## src/rtl/addsub_pkg.sv

```systemverilog
// Shared constants and helpers for the segmented, pipelined add/subtract unit.
package addsub_pkg;

    localparam logic MODE_ADD   = 1'b0;
    localparam logic MODE_SUB   = 1'b1;
    localparam int   MAX_STAGES = 8;

    // Bits handled by each pipeline segment; guards against a zero stage count.
    function automatic int seg_width(input int width, input int stages);
        return (stages > 0) ? width / stages : width;
    endfunction

endpackage

```

## src/rtl/addsub_segment.sv

```systemverilog
// One carry-chained slice of the adder: SEG-bit sum plus carry in, carry out.
module addsub_segment #(
    parameter int SEG = 8
) (
    input  logic [SEG-1:0] a,
    input  logic [SEG-1:0] b,
    input  logic           cin,
    output logic [SEG-1:0] sum,
    output logic           cout
);

    assign {cout, sum} = {1'b0, a} + {1'b0, b} + {{SEG{1'b0}}, cin};

endmodule

```

## src/rtl/pipelined_addsub.sv

```systemverilog
// WIDTH-bit add/subtract split into STAGES carry-chained segments, one per pipeline rank,
// with a single global stall derived from the output handshake.
module pipelined_addsub
    import addsub_pkg::*;
#(
    parameter int WIDTH  = 32,
    parameter int STAGES = 4
) (
    input  logic             clk,
    input  logic             reset,
    input  logic             in_valid,
    output logic             in_ready,
    input  logic             is_sub,
    input  logic             carry_in,
    input  logic [WIDTH-1:0] input1,
    input  logic [WIDTH-1:0] input2,
    output logic             out_valid,
    input  logic             out_ready,
    output logic [WIDTH-1:0] out,
    output logic             carry_out,
    output logic             overflow,
    output logic             zero
);

    localparam int SEG  = seg_width(WIDTH, STAGES);
    localparam int PIPE = (STAGES > 1) ? STAGES - 1 : 1;

    if ((STAGES < 1) || (STAGES > MAX_STAGES) ||
        ((WIDTH % ((STAGES < 1) ? 1 : STAGES)) != 0)) begin : g_bad_params
        $error("pipelined_addsub: STAGES must be 1..8 and divide WIDTH");
    end

    logic             advance;
    logic [WIDTH-1:0] b_eff;
    logic             cin0;

    // Internal ranks: operands skew forward while finished low segments accumulate in sum.
    logic [WIDTH-1:0] a_pipe_reg     [PIPE];
    logic [WIDTH-1:0] b_pipe_reg     [PIPE];
    logic [WIDTH-1:0] sum_pipe_reg   [PIPE];
    logic             carry_pipe_reg [PIPE];
    logic             valid_pipe_reg [PIPE];

    logic [SEG-1:0]   seg_sum  [STAGES];
    logic             seg_cout [STAGES];

    logic [WIDTH-1:0] final_sum;
    logic             final_valid;
    logic             final_a_msb;
    logic             final_b_msb;
    logic             final_cout;

    logic [WIDTH-1:0] out_reg;
    logic             out_valid_reg;
    logic             carry_out_reg;
    logic             overflow_reg;
    logic             zero_reg;

    assign advance  = out_ready || !out_valid_reg;
    assign in_ready = advance;
    assign b_eff    = (is_sub == MODE_ADD) ? input2 : ~input2;
    assign cin0     = (is_sub == MODE_ADD) ? carry_in : 1'b1;

    for (genvar gi = 0; gi < STAGES; gi++) begin : g_seg
        if (gi == 0) begin : g_first
            addsub_segment #(.SEG(SEG)) u_seg (
                .a    (input1[SEG-1:0]),
                .b    (b_eff[SEG-1:0]),
                .cin  (cin0),
                .sum  (seg_sum[0]),
                .cout (seg_cout[0])
            );
        end else begin : g_next
            addsub_segment #(.SEG(SEG)) u_seg (
                .a    (a_pipe_reg[gi-1][gi*SEG +: SEG]),
                .b    (b_pipe_reg[gi-1][gi*SEG +: SEG]),
                .cin  (carry_pipe_reg[gi-1]),
                .sum  (seg_sum[gi]),
                .cout (seg_cout[gi])
            );
        end
    end

    if (STAGES == 1) begin : g_final_single
        assign final_sum   = seg_sum[0];
        assign final_valid = in_valid;
        assign final_a_msb = input1[WIDTH-1];
        assign final_b_msb = b_eff[WIDTH-1];
    end else begin : g_final_multi
        assign final_sum   = {seg_sum[STAGES-1], sum_pipe_reg[STAGES-2][WIDTH-SEG-1:0]};
        assign final_valid = valid_pipe_reg[STAGES-2];
        assign final_a_msb = a_pipe_reg[STAGES-2][WIDTH-1];
        assign final_b_msb = b_pipe_reg[STAGES-2][WIDTH-1];
    end

    assign final_cout = seg_cout[STAGES-1];

    always_ff @(posedge clk) begin
        if (reset) begin
            for (int k = 0; k < PIPE; k++) begin
                valid_pipe_reg[k] <= 1'b0;
            end
            out_valid_reg <= 1'b0;
            out_reg       <= '0;
            carry_out_reg <= 1'b0;
            overflow_reg  <= 1'b0;
            zero_reg      <= 1'b1;
        end else if (advance) begin
            if (STAGES > 1) begin
                valid_pipe_reg[0] <= in_valid;
                a_pipe_reg[0]     <= input1;
                b_pipe_reg[0]     <= b_eff;
                sum_pipe_reg[0]   <= '0;
                sum_pipe_reg[0][SEG-1:0] <= seg_sum[0];
                carry_pipe_reg[0] <= seg_cout[0];
            end
            for (int k = 1; k < STAGES - 1; k++) begin
                valid_pipe_reg[k] <= valid_pipe_reg[k-1];
                a_pipe_reg[k]     <= a_pipe_reg[k-1];
                b_pipe_reg[k]     <= b_pipe_reg[k-1];
                sum_pipe_reg[k]   <= sum_pipe_reg[k-1];
                sum_pipe_reg[k][k*SEG +: SEG] <= seg_sum[k];
                carry_pipe_reg[k] <= seg_cout[k];
            end
            out_valid_reg <= final_valid;
            // Bubbles leave the last result and its flags untouched.
            if (final_valid) begin
                out_reg       <= final_sum;
                carry_out_reg <= final_cout;
                zero_reg      <= (final_sum == '0);
                overflow_reg  <= (final_a_msb == final_b_msb) &&
                                 (final_sum[WIDTH-1] != final_a_msb);
            end
        end
    end

    assign out_valid = out_valid_reg;
    assign out       = out_reg;
    assign carry_out = carry_out_reg;
    assign overflow  = overflow_reg;
    assign zero      = zero_reg;

endmodule

```

## config.mk

```make
export PLATFORM = sky130hd
export DESIGN_NAME = pipelined_addsub
export DESIGN_NICKNAME = d
export VERILOG_FILES = /design/src/rtl/addsub_pkg.sv /design/src/rtl/addsub_segment.sv /design/src/rtl/pipelined_addsub.sv
export SDC_FILE = /design/constraint.sdc
export NUM_CORES = 1
export LEC_CHECK = 0
export CAP_MARGIN = 20
export CORE_AREA = 2 2 149 151
export CTS_CLUSTER_SIZE = 8
export DETAILED_ROUTE_END_ITERATION = 10
export DIE_AREA = 0 0 151 153
export HOLD_SLACK_MARGIN = 0.03
export SYNTH_ARGS = -nofsm -noshare
export SYNTH_HDL_FRONTEND = slang
export SYNTH_SLANG_ARGS = --single-unit
```

## constraint.sdc

```tcl
create_clock -name clk -period 11.4 [get_ports clk]
set_input_delay 3.42 -clock clk [delete_from_list [all_inputs] [get_ports clk]]
set_output_delay 3.42 -clock clk [all_outputs]
set_load 0.01 [all_outputs]
```

==> reports/results.tsv, run 1 <==
metric	value	unit
fp.dieH	153	um
drt_first_pass_iters	4	
cts_buffers	17	
seqCellArea	5225	um2
fin_skew	0.009054	ns
drcViolationCount	0	
final_area	9334	um2
layout_common_cells	edfxtp_1 (150), clkdlybuf4s50_1 (105), nand2_1 (68)	
period_share	0.7092	
fin_nets	741	
setup_viol	0	
drv_cap	0	
synthesis.nets	627	
ant_nets	0	
startpoint	out_ready	
routedWlPerCell	13.08	um
rr_endpoint	b_pipe_reg[0][49]	
holdPathStages	0	
hold_viol	0	
areaGrowthSynthToFinish	26.16	%
netlist_instances	521	
cts_resized	0	
min_from	b_pipe_reg[0][57]	
power_switching	0.3508	mW
path_max_fanout	6	
switching_share	0.2247	
die_x	151	um
portBuffers	106	
grt_remaining_overflow	0	
cts_setup_buffers	0	
r2r-start	out_valid	
placed_area	8761	um2
core_area	21490	um2
antenna_found_initial	0	
worstRegToRegCells	4	
htreeDepth	4	
vdd_drop_max	0.08530	mV
multi_input_area	2006	um2
synth_top_family_by_area	simple AND/OR/NAND/NOR gates	
pwr-share-seq	0.531	
final.setup.tns	0	ns
cts_tree	done	
min_path_type	flip-flop to flip-flop	
grt_pass1_vias	4071	
rsz0062_at_grt	false	
worst-r2r-setup-slack	8.73	ns
layout_setup_ws	3.315	ns
globalplace.congestion	0.7319	
diodes	0	
grt_use_total	0.1110	
tightest_slew	1.042	ns
combPwrFrac	0.106	
wl	12140	um
synth_mux_area_frac	0	
vias	4005	
min_to	b_pipe_reg[0][89]	
hpwl	8717	um
yosysSeqAreaShare	0.7062	
drv_slew	0	
synth_top_area_frac	0.6088	
layout_commonest_cell	edfxtp_1	
p_int	1.211	mW
p_leak	3.349	nW
cts_hold_repair.buffers	0	
grt_max_degree	89	
worst_setup_path_start_kind	input port	
yosysWarnings	0	
root_buffer	clkbuf_16	
worstPathRequired	7.98	ns
clk_pin_slew	0.07	ns
drive_gt1_frac	0.06327	
yosys.area_share.simple	0.08168	
clkPwrFrac	0.363	
synth-xor-area-share	0.06274	
initial_utilization	0.3443	
fillCellCount	2010	
grt_pass1_wl	19840	um
slew_headroom	0.3052	
yosysUniqueCellTypes	39	
crit_type	input port to output pin	
cts.sinks	186	
max_freq	123.7	MHz
utilization	0.4344	
synth_top_cell_by_area	edfxtp_1	
synth_compound_area_frac	0.05665	
clock_path_buffers	2	
fin_crit	8.085	ns
num_rows	54	
syn-cell-area	7398	um2
via_per_inst	4.316	
synthTopCellsByArea	edfxtp_1 (61%), dfxtp_1 (9.7%), ha_1 (4.7%)	
dpl_worst_slack	3.311	ns
run_status	complete, no violations	
power_density	167.3	nW/um2
synth.avg_cell_area	14.20	um2
ys_ff_latch	186	
dieArea	23100	um2
end_kind	output pin	
critPathArrivalTime	4.67	ns
synth_fa_ha_area_frac	0.06900	
pin_count	107	
clk_latency	0.42	ns
dr.first_iter.drc_count	205	
==> Yosys cell counts (all sizes together) <==
| cell | n |
|---|---|
| a211oi | 3 |
| a21boi | 3 |
| a21o | 1 |
| a21oi | 47 |
| and2 | 5 |
| and4 | 1 |
| buf | 5 |
| clkbuf | 10 |
| dfxtp | 36 |
| edfxtp | 150 |
| fa | 8 |
| ha | 28 |
| inv | 25 |
| nand2 | 68 |
| nand2b | 3 |
| nand3 | 3 |
| nand4 | 2 |
| nor2 | 21 |
| nor2b | 8 |
| nor3 | 6 |
| nor4 | 6 |
| nor4b | 1 |
| o21ai | 15 |
| o21bai | 3 |
| o22ai | 1 |
| o31a | 1 |
| o31ai | 1 |
| or2 | 2 |
| or3 | 4 |
| or4 | 1 |
| xnor2 | 13 |
| xor2 | 40 |
==> critical path, cell delays in order <==
cell             delay [ns]
clkdlybuf4s50_1        0.45
nand2b_1               0.21
clkdlybuf4s50_1        0.58
==> worst max path at each step <==
stage	end
floorplan	valid_pipe_reg[0][0]
global placement	in_ready
detailed placement	in_ready
CTS	in_ready
global route	in_ready
finish	in_ready
==> metrics by stage <==
step / hold WS (ns) / instances / total power, mW
after floorplan: 0.4003 / 521 / 0.9465
after global placement: 0.4052 / 896 / 1.008
after detailed placement: 0.4045 / 896 / 1.012
after CTS: 0.4160 / 928 / 1.579
after global routing: 0.4252 / 928 / 1.633
final: 0.4126 / 928 / 1.561
==> power groups by stage <==
stage | clock network [mW] | registers, mW | logic, mW
2_1_floorplan | 0 | 0.843 | 0.103
3_3_place_gp | 0 | 0.844 | 0.164
3_5_place_dp | 0 | 0.845 | 0.168
4_1_cts | 0.581 | 0.830 | 0.168
5_1_grt | 0.611 | 0.835 | 0.187
6_report | 0.567 | 0.829 | 0.165
==> cells by family (layout without fill, tap and decap cells) <==
logic type      after synthesis  count (layout)
fa+ha+maj                    36              36
compound gates               75              75
buf+inv                      40             167
flops                       186             186
simple gates                131             131
xor+xnor                     53              53
==> metal layers <==
layer | GRT usage | share of wire | vias to the layer above
met4 | 0.04762 | 0.017 | 0
met3 | 0.02866 | 0.047 | 12
li1 | - | - | 2072
met1 | 0.1493 | 0.49 | 1827
met2 | 0.1701 | 0.45 | 94
met5 | 0 | 0 | -
==> final cells by class <==
type                       count  share of cell area
clock buffer                  18             0.04598
clock inverter                14             0.01542
inverter                      25             0.01005
multi-input combinational    295              0.2149
sequential                   186              0.5598
tap                          280             0.03753
timing repair buffer         110              0.1164
No activity file was read; power rests on OpenSTA's default activity.
==> inputs of run 2 (changes only) <==
clock period = 7.7 ns   (was 11.4 ns; I/O delays follow)
==> reports/results.tsv, run 2 (synthesis gave the netlist of run 1 again) <==
metric	value	unit	change
ant_nets	0		unchanged
fillCellCount	1939		-3.5%
portBuffers	106		unchanged
grt_pass1_vias	3932		-3.4%
cp_slowest_cell	clkdlybuf4s50_1		
drv_cap	0		unchanged
clk_pin_slew	0.07	ns	about the same
fp.dieH	153	um	unchanged
grt_max_degree	83		-6.7%
fin_crit	5.863	ns	
critPathArrivalTime	3.55	ns	-1.12 ns
utilization	0.4357		+0.001223
timing.hold.ws	0.4136	ns	+0.0009550 ns
layout_setup_ws	1.837	ns	-1.478 ns
final.setup.tns	0	ns	unchanged
rsz0062_at_grt	false		
power_density	251.3	nW/um2	+50%
vdd_drop_max	0.1322	mV	+55%
layout_common_cells	edfxtp_1 (150), clkdlybuf4s50_1 (105), nand2_1 (68)		
p_leak	3.360	nW	+0.34%
r2r-start	b_pipe_reg[0][88]		
cts_tree	done		
worst-r2r-setup-slack	4.99	ns	-3.74 ns
cts_setup_buffers	0		unchanged
final_area	9360	um2	+0.28%
fin_skew	0.007555	ns	-0.001499 ns
setup_viol	0		unchanged
initial_utilization	0.3443		unchanged
die_x	151	um	unchanged
root_buffer	clkbuf_16		
cts_buffers	17		unchanged
worstRegToRegCells	9		+5
drive_gt1_frac	0.06327		unchanged
cts_resized	0		unchanged
end_kind	output pin		
min_from	b_pipe_reg[0][61]		
clock_path_buffers	2		unchanged
vias	4058		+1.3%
worst_path_most_repeated_cell	clkdlybuf4s50_1		
routedWlPerCell	13.37	um	+2.2%
clkPwrFrac	0.373		+0.010
dieArea	23100	um2	unchanged
p_int	1.828	mW	+51%
drcViolationCount	0		unchanged
diodes	0		unchanged
wl	12410	um	+2.2%
drv_slew	0		unchanged
grt_pass1_wl	20180	um	+1.7%
dr.first_iter.drc_count	188		-8.3%
hold_viol	0		unchanged
num_rows	54		unchanged
grt_use_total	0.1134		+0.002390
antenna_found_initial	0		unchanged
drt_first_pass_iters	4		unchanged
crit_chain	clkdlybuf4s50_1 > nand2b_1 > clkdlybuf4s50_1		
combPwrFrac	0.105		about the same
clk_latency	0.42	ns	about the same
pwr-share-seq	0.522		-0.009
min_path_type	flip-flop to flip-flop		
areaGrowthSynthToFinish	26.52	%	
run_status	complete, no violations		
globalplace.congestion	0.7311		-0.11%
layout_commonest_cell	edfxtp_1		
crit_type	input port to output pin		
switching_share	0.2228		-0.001871
placed_area	8761	um2	unchanged
pin_count	107		unchanged
fin_nets	741		unchanged
path_max_fanout	6		unchanged
period_share	0.7614		
via_per_inst	4.373		+1.3%
cp_top_family	buffers and inverters		
max_freq	170.6	MHz	
hpwl	8761	um	+0.50%
tightest_slew	1.020	ns	-0.02269 ns
worst_setup_path_start_kind	input port		
min_to	b_pipe_reg[0][93]		
grt_remaining_overflow	0		unchanged
rr_endpoint	zero		
slew_headroom	0.3203		+0.01513
path_buf_inv	2		unchanged
holdPathStages	0		unchanged
critical-path-max-stage-delay	0.57	ns	about the same
dpl_worst_slack	1.841	ns	-1.469 ns
htreeDepth	4		unchanged
power_switching	0.5241	mW	+49%
cts.sinks	186		unchanged
core_area	21490	um2	unchanged
worstPathRequired	5.39	ns	-2.59 ns
cts_hold_repair.buffers	0		unchanged
[run 2: cell count changes in the layout (fill, tap and decap cells not counted)]
| cell | previous run | this run |
|---|---|---|
| bufinv_16 | 2 | 3 |
| clkbuf_1 | 1 | 2 |
| clkinv_1 | 2 | 1 |
| clkinv_4 | 1 | 0 |
| clkinvlp_2 | 2 | 1 |
| clkinvlp_4 | 3 | 4 |
| inv_6 | 4 | 3 |
| inv_8 | 0 | 1 |
[run 2: routing by layer]
layer / global-route usage / share of wire
met5: 0 / 0
met4: 0.04139 / 0.013
met3: 0.02866 / 0.041
met2: 0.1708 / 0.45
met1: 0.1587 / 0.49
[run 2: how the worst max path moves through the flow]
stage | from | endpoint | slack [ns] | cells past startpoint
floorplan | out_ready | valid_pipe_reg[0][0] | 0.79 | 3
global placement | out_ready | in_ready | 1.88 | 3
detailed placement | out_ready | in_ready | 1.84 | 3
CTS | out_ready | in_ready | 1.83 | 3
global route | out_ready | in_ready | 1.76 | 3
finish | out_ready | in_ready | 1.84 | 3
[run 2: area by class of cell]
class,instances,area [um2],area share
multi-input combinational,295,2006,0.2143
tap,280,350.3,0.03743
timing repair buffer,110,1086,0.1160
sequential,186,5225,0.5582
clock buffer,19,432.9,0.04625
inverter,25,93.84,0.01003
clock inverter,13,166.4,0.01778
[run 2: metrics by stage]
| stage | total power, mW | cells |
|---|---|---|
| floorplan | 1.397 | 521 |
| global placement | 1.492 | 896 |
| detailed placement | 1.501 | 896 |
| CTS | 2.384 | 928 |
| global route | 2.464 | 928 |
| finish | 2.352 | 928 |
[run 2: power by group through the flow]
stage / sequential [mW] / combinational (mW) / clock [mW]
floorplan: 1.24 / 0.153 / 0
CTS: 1.23 / 0.252 / 0.903
global route: 1.24 / 0.281 / 0.946
finish: 1.23 / 0.247 / 0.878
global placement: 1.25 / 0.243 / 0
detailed placement: 1.25 / 0.250 / 0
